## config.mk

```make
export PLATFORM = sky130hd
export DESIGN_NAME = ifu_fetch_unit_flat
export DESIGN_NICKNAME = d
export VERILOG_FILES = /design/src/rtl/ifu_fetch_unit_if.sv /design/src/rtl/ifu_fetch_unit.sv /design/src/flat_wrapper.sv
export SDC_FILE = /design/constraint.sdc
export NUM_CORES = 1
export LEC_CHECK = 0
export BUFFER_PORTS_ARGS = -buffer_cell sky130_fd_sc_hd__buf_2
export CAP_MARGIN = 20
export CORE_MARGIN = 4
export CORE_UTILIZATION = 40
export DETAILED_ROUTE_END_ITERATION = 6
export PLACE_DENSITY = 0.69
export SLEW_MARGIN = 20
export SYNTH_ARGS = -nofsm -noshare
export SYNTH_HDL_FRONTEND = slang
export SYNTH_SLANG_ARGS = --single-unit
```

## constraint.sdc

```tcl
create_clock -name clk -period 2.3 [get_ports clk]
set_clock_uncertainty 0.1 [all_clocks]
set_input_delay 0.46 -clock clk [delete_from_list [all_inputs] [get_ports clk]]
set_output_delay 0.46 -clock clk [all_outputs]
set_load 0.05 [all_outputs]
```

## src/rtl/ifu_fetch_unit_if.sv

```systemverilog
`default_nettype none
// ============================================================================
// Module   : ifu_fetch_unit_if
// Brief    : Core-side fetch handshake and instruction-memory bus of the IFU.
// Revision : 1.0 - initial release
// ============================================================================
interface ifu_fetch_unit_if #(
    parameter int ADDR_W = 64,
    parameter int INST_W = 32,
    parameter int DATA_W = 64
);
    logic              fetch_req;
    logic [ADDR_W-1:0] fetch_pc;
    logic              fetch_ready;
    logic              flush;

    logic              inst_valid;
    logic              inst_ready;
    logic [INST_W-1:0] inst;
    logic [ADDR_W-1:0] inst_pc;
    logic              inst_fault;

    logic              mem_req_valid;
    logic              mem_req_ready;
    logic [ADDR_W-1:0] mem_req_addr;
    logic              mem_resp_valid;
    logic [DATA_W-1:0] mem_resp_data;
    logic              mem_resp_err;

    // master: core + instruction memory; slave: the fetch unit
    modport master (
        output fetch_req, fetch_pc, flush, inst_ready,
               mem_req_ready, mem_resp_valid, mem_resp_data, mem_resp_err,
        input  fetch_ready, inst_valid, inst, inst_pc, inst_fault,
               mem_req_valid, mem_req_addr
    );

    modport slave (
        input  fetch_req, fetch_pc, flush, inst_ready,
               mem_req_ready, mem_resp_valid, mem_resp_data, mem_resp_err,
        output fetch_ready, inst_valid, inst, inst_pc, inst_fault,
               mem_req_valid, mem_req_addr
    );
endinterface
`default_nettype wire

```

## src/rtl/ifu_fetch_unit.sv

```systemverilog
`default_nettype none
// ============================================================================
// Module   : ifu_fetch_unit
// Brief    : Instruction fetch unit, one outstanding aligned 64-bit read,
//            flush/redirect support. Optional IFU_MISALIGN_CHECK_EN faults
//            pc[1:0]!=0 without touching memory.
// Revision : 1.0 - initial release
// ============================================================================
module ifu_fetch_unit #(
    parameter int ADDR_W = 64,
    parameter int INST_W = 32,
    parameter int DATA_W = 2 * INST_W
) (
    input  logic               clk,
    input  logic               rst,
    ifu_fetch_unit_if.slave    bus
);

    typedef enum logic [2:0] {
        S_IDLE  = 3'd0,
        S_REQ   = 3'd1,
        S_WAIT  = 3'd2,
        S_HOLD  = 3'd3,
        S_DRAIN = 3'd4
    } state_t;

    state_t            r_state;
    logic              r_kill;
    logic [ADDR_W-1:0] r_pc;

    logic              w_accept;
    logic              w_misalign;
    logic [INST_W-1:0] w_instSel;

    assign bus.fetch_ready = (r_state == S_IDLE) && !bus.flush;
    assign w_accept        = bus.fetch_req && bus.fetch_ready;
    assign w_instSel       = r_pc[2] ? bus.mem_resp_data[DATA_W-1:INST_W]
                                     : bus.mem_resp_data[INST_W-1:0];

`ifdef IFU_MISALIGN_CHECK_EN
    assign w_misalign = (bus.fetch_pc[1:0] != 2'b00);
`else
    assign w_misalign = 1'b0;
`endif

    always_ff @(posedge clk) begin
        if (rst) begin
            r_state           <= S_IDLE;
            r_kill            <= 1'b0;
            r_pc              <= '0;
            bus.inst_valid    <= 1'b0;
            bus.inst          <= '0;
            bus.inst_pc       <= '0;
            bus.inst_fault    <= 1'b0;
            bus.mem_req_valid <= 1'b0;
            bus.mem_req_addr  <= '0;
        end else begin
            case (r_state)
                S_IDLE: begin
                    if (w_accept) begin
                        r_pc <= bus.fetch_pc;
                        if (w_misalign) begin
                            r_state        <= S_HOLD;
                            bus.inst       <= '0;
                            bus.inst_fault <= 1'b1;
                            bus.inst_pc    <= bus.fetch_pc;
                            bus.inst_valid <= 1'b1;
                        end else begin
                            r_state           <= S_REQ;
                            bus.mem_req_valid <= 1'b1;
                            bus.mem_req_addr  <= {bus.fetch_pc[ADDR_W-1:3], 3'b000};
                        end
                    end
                end

                // Request cannot be withdrawn; a flush here only marks it for draining.
                S_REQ: begin
                    if (bus.flush) begin
                        r_kill <= 1'b1;
                    end
                    if (bus.mem_req_ready) begin
                        bus.mem_req_valid <= 1'b0;
                        r_state           <= (r_kill || bus.flush) ? S_DRAIN : S_WAIT;
                    end
                end

                S_WAIT: begin
                    if (bus.flush) begin
                        if (bus.mem_resp_valid) begin
                            r_state <= S_IDLE;
                            r_kill  <= 1'b0;
                        end else begin
                            r_state <= S_DRAIN;
                        end
                    end else if (bus.mem_resp_valid) begin
                        bus.inst       <= w_instSel;
                        bus.inst_fault <= bus.mem_resp_err;
                        bus.inst_pc    <= r_pc;
                        bus.inst_valid <= 1'b1;
                        r_state        <= S_HOLD;
                    end
                end

                S_HOLD: begin
                    if (bus.flush || bus.inst_ready) begin
                        bus.inst_valid <= 1'b0;
                        r_state        <= S_IDLE;
                        r_kill         <= 1'b0;
                    end
                end

                S_DRAIN: begin
                    if (bus.mem_resp_valid) begin
                        r_state <= S_IDLE;
                        r_kill  <= 1'b0;
                    end
                end

                default: begin
                    r_state <= S_IDLE;
                    r_kill  <= 1'b0;
                end
            endcase
        end
    end

endmodule
`default_nettype wire

```

## src/flat_wrapper.sv

```systemverilog
// flat-port wrapper written by rule: the top's interface ports become plain ports
module ifu_fetch_unit_flat 
#(
    parameter int ADDR_W = 64,
    parameter int INST_W = 32,
    parameter int DATA_W = 2 * INST_W
)
  (clk, rst, bus_fetch_req, bus_fetch_pc, bus_flush, bus_inst_ready, bus_mem_req_ready, bus_mem_resp_valid, bus_mem_resp_data, bus_mem_resp_err, bus_fetch_ready, bus_inst_valid, bus_inst, bus_inst_pc, bus_inst_fault, bus_mem_req_valid, bus_mem_req_addr);
  ifu_fetch_unit_if #(.ADDR_W(ADDR_W), .INST_W(INST_W), .DATA_W(DATA_W)) bus_i ();
  input  logic clk;
  input  logic rst;
  input wire logic [$bits(bus_i.fetch_req)-1:0] bus_fetch_req;
  input wire logic [$bits(bus_i.fetch_pc)-1:0] bus_fetch_pc;
  input wire logic [$bits(bus_i.flush)-1:0] bus_flush;
  input wire logic [$bits(bus_i.inst_ready)-1:0] bus_inst_ready;
  input wire logic [$bits(bus_i.mem_req_ready)-1:0] bus_mem_req_ready;
  input wire logic [$bits(bus_i.mem_resp_valid)-1:0] bus_mem_resp_valid;
  input wire logic [$bits(bus_i.mem_resp_data)-1:0] bus_mem_resp_data;
  input wire logic [$bits(bus_i.mem_resp_err)-1:0] bus_mem_resp_err;
  output wire logic [$bits(bus_i.fetch_ready)-1:0] bus_fetch_ready;
  output wire logic [$bits(bus_i.inst_valid)-1:0] bus_inst_valid;
  output wire logic [$bits(bus_i.inst)-1:0] bus_inst;
  output wire logic [$bits(bus_i.inst_pc)-1:0] bus_inst_pc;
  output wire logic [$bits(bus_i.inst_fault)-1:0] bus_inst_fault;
  output wire logic [$bits(bus_i.mem_req_valid)-1:0] bus_mem_req_valid;
  output wire logic [$bits(bus_i.mem_req_addr)-1:0] bus_mem_req_addr;
  assign bus_i.fetch_req = bus_fetch_req;
  assign bus_i.fetch_pc = bus_fetch_pc;
  assign bus_i.flush = bus_flush;
  assign bus_i.inst_ready = bus_inst_ready;
  assign bus_i.mem_req_ready = bus_mem_req_ready;
  assign bus_i.mem_resp_valid = bus_mem_resp_valid;
  assign bus_i.mem_resp_data = bus_mem_resp_data;
  assign bus_i.mem_resp_err = bus_mem_resp_err;
  assign bus_fetch_ready = bus_i.fetch_ready;
  assign bus_inst_valid = bus_i.inst_valid;
  assign bus_inst = bus_i.inst;
  assign bus_inst_pc = bus_i.inst_pc;
  assign bus_inst_fault = bus_i.inst_fault;
  assign bus_mem_req_valid = bus_i.mem_req_valid;
  assign bus_mem_req_addr = bus_i.mem_req_addr;
  ifu_fetch_unit #(.ADDR_W(ADDR_W), .INST_W(INST_W), .DATA_W(DATA_W)) u_core (.clk(clk), .rst(rst), .bus(bus_i));
endmodule
```

==> impl_metrics.csv <==
group,metric,value,unit
route,drtIter0Drc,264,
final_layout,syn_to_final_growth,25.1,%
clock_network,cts_tree,"done",
sta,fmax,0.463,GHz
clock_network,cts_sinks,167,
power,p_leak,3.71,nW
route,dr.pass1.iters,4,
setup_path,required,1.74,ns
logic_synthesis,ys_ff_latch,167,
sta,postLayoutSetupSlackWorst,0.139,ns
grt,antenna_found_initial,3,
sta,slew_violations,0,
setup_path,crit_type,"flop to output pin",
final_layout,diodes,0,
route,viasPerCell,4.77,
placed_design,dp_cells,1238,
logic_synthesis,syn_avg_cell_area,8.20,µm²
route,via_count,6057,
placed_design,port_buffers,296,
final_layout,final_core_util,51.3,%
setup_path,regToRegSetupSlack,0.45,ns
power,p_switching,1.90,mW
placed_design,gp_congestion,0.839,
grt,grt_pass1_wl,30100,µm
sta,relSlewSlack,62.9,%
min_path,whs_path_depth,3,
setup_path,r2r-start,"u_core.r_state[0]$_SDFFE_PP0P_",
logic_synthesis,synthMuxAreaShare,4.82,%
grt,grtUsageTotal,19.2,%
logic_synthesis,ys_warn_count,0,
die,initial_core_util,41.0,%
placed_design,dp_slack,0.424,ns
die,ioPinCount,300,
logic_synthesis,seq_area_frac_synth,48.8,%
logic_synthesis,synthCells,835,
logic_synthesis,synth_compound_area_share,14.8,%
min_path,min_path_type,"primary input to flop",
outcome,status,"complete, no violations",
setup_path,reg2reg_to,"u_core.r_pc[37]$_SDFFE_PP0P_",
final_layout,final_cell_mix,"buf_2 (295), nand2_1 (262), dfxtp_1 (166), a21oi_1 (138), nor2_1 (43)",
grt,grt_overflow_total,0,
logic_synthesis,synth-xor-area-share,0,%
power,switching_share,27.2,%
final_layout,instances_no_fill,1270,
clock_network,clk_latency,0.42,ns
flow_run,cap_violations,0,
setup_path,critPathLaunchType,"flop",
die,die_area,19300,µm²
die,core_area,16700,µm²
power,power,6.99,mW
clock_network,cts_buffer_depth,2,
sta,setup_viol,0,
final_layout,drive_above_1_share,33.5,%
min_path,min-delay-start,"bus_fetch_pc[61]",
die,rows,47,
sta,hold_viol,0,
setup_path,reg2reg_depth,5,
final_layout,final_common_cell,"buf_2",
grt,grt_max_degree,65,
clock_network,cts-root-buf,"clkbuf_16",
die,fp.dieW,139,µm
clock_network,h-tree-depth,4,
logic_synthesis,synth-simple-area-share,18.8,%
clock_network,holdBufCountCts,0,
logic_synthesis,synth_top_family_by_area,"simple AND/OR/NAND/NOR gates",
sta,rsz0062_at_grt,"false",
power,powerDensity,816,nW/µm²
die,chipHeight,139,µm
power,pwr-share-seq,43.6,%
logic_synthesis,ys_types,31,
power,p_int,5.09,mW
route,totalWireLength,18800,µm
logic_synthesis,synthAdderAreaFrac,0,%
clock_network,path_clk_slew,0.07,ns
power,max-vdd-ir-drop,0.495,mV
power,p_clk_share,44.1,%
sta,period_minus_slack,2.16,ns
setup_path,cp_max_fo,15,
route,wl_per_cell,14.8,µm
clock_network,post_cts_buffers,0,
route,ant_nets,0,
power,p_comb_share,12.3,%
placed_design,hpwl,13300,µm
route,drc,0,
sta,period_share,94.0,%
min_path,hold_end,"u_core.r_pc[61]$_SDFFE_PP0P_",
logic_synthesis,syn_area,6850,µm²
sta,tightest_slew,0.556,ns
final_layout,fin_nets,1173,
setup_path,cp.arrival,1.60,ns
setup_path,end_kind,"output pin",
clock_network,numCtsBuffers,17,
sta,finalSetupTns,0,ns
clock_network,postCtsResizedCells,0,
grt,grt_pass1_vias,5936,
[sequential cells by signal, indices dropped and copies added, names as in the netlist]
name,cells
u_core.bus.inst,32
u_core.bus.inst_fault,1
u_core.bus.inst_pc,64
u_core.bus.inst_valid,1
u_core.bus.mem_req_valid,1
u_core.r_kill,1
u_core.r_pc,64
u_core.r_state,3
[power groups by stage]
stage	registers, mW	clock network [mW]	logic (mW)
finish	3.05	3.08	0.860
global route	3.06	3.27	0.933
CTS	3.05	3.15	0.871
detailed placement	3.11	0	0.868
global placement	3.11	0	0.861
floorplan	3.12	0	0.676
[through the flow]
step                cell area, µm²  hold slack [ns]
finish                        8560            0.161
floorplan                     6850            0.332
global route                  8560            0.159
global placement              7930            0.338
CTS                           8560            0.145
detailed placement            7930            0.344
[cells in the mapped netlist]
| cell type | n | area (µm²) |
|---|---|---|
| nand2_1 | 263 | 987 |
| nor3_1 | 2 | 10.0 |
| and2_1 | 1 | 6.26 |
| nor2b_1 | 1 | 6.26 |
| nand3_1 | 3 | 15.0 |
| a311oi_1 | 1 | 8.76 |
| buf_2 | 9 | 45.0 |
| conb_1 | 1 | 3.75 |
| and3_1 | 1 | 6.26 |
| a211oi_2 | 3 | 37.5 |
| nor2_1 | 43 | 161 |
| or2_2 | 1 | 6.26 |
| buf_4 | 73 | 548 |
| inv_1 | 1 | 3.75 |
| o21bai_1 | 1 | 7.51 |
| mux2i_1 | 33 | 330 |
| o32ai_1 | 1 | 8.76 |
| a21oi_1 | 138 | 691 |
| nand4b_1 | 1 | 8.76 |
| buf_6 | 13 | 146 |
| nand3b_1 | 1 | 7.51 |
| a211oi_1 | 29 | 218 |
| nor2b_4 | 1 | 13.8 |
| nor3b_1 | 2 | 15.0 |
| o21ai_0 | 5 | 25.0 |
| nand2b_1 | 4 | 25.0 |
| nor4_4 | 1 | 21.3 |
| dfxtp_1 | 167 | 3340 |
| a221oi_1 | 1 | 8.76 |
| clkbuf_1 | 33 | 124 |
| a21o_1 | 1 | 7.51 |
[routing by layer]
layer / vias up / part of all wire, % / global-route usage, %
met3: 41 / 7.3 / 5.76
met4: 6 / 2.8 / 9.06
met5: - / 0.12 / 0
met2: 212 / 50 / 33.3
li1: 3075 / - / -
met1: 2723 / 40 / 21.5
[cell families (layout without fill, tap and decap cells)]
| kind of cell | count (synthesis) | in the layout |
|---|---|---|
| AND/OR/NAND/NOR | 325 | 325 |
| AO/OA/AOI/OAI | 180 | 180 |
| flip-flops | 167 | 167 |
| buffers and inverters | 129 | 342 |
| multiplexers | 33 | 33 |
| other | 1 | 3 |
[final cells by class]
class | count | area (µm²)
fill | 1655 | 8140
tap | 220 | 275
sequential | 167 | 3340
clock inverter | 15 | 214
multi-input combinational | 541 | 2660
inverter | 1 | 3.75
timing repair buffer | 309 | 1640
clock buffer | 17 | 425
[critical path: stages (launching register included)]
cell     delay (ns)
dfxtp_1        0.47
nor4_4         0.37
buf_2          0.34
[worst max-delay path by stage]
stage	slack, ns	to	depth (start not counted)	from
6_report	0.14	bus_fetch_ready	2	u_core.r_state[0]$_SDFFE_PP0P_
5_1_grt	0.02	bus_fetch_ready	2	u_core.r_state[0]$_SDFFE_PP0P_
4_1_cts	0.12	bus_fetch_ready	2	u_core.r_state[0]$_SDFFE_PP0P_
3_5_place_dp	0.42	u_core.bus.inst[27]$_SDFFE_PP0P_	6	bus_flush
3_3_place_gp	0.47	u_core.bus.inst[25]$_SDFFE_PP0P_	6	bus_flush
2_1_floorplan	0.18	u_core.r_pc[20]$_SDFFE_PP0P_	6	bus_flush
Power figures use the tool's default switching activity.
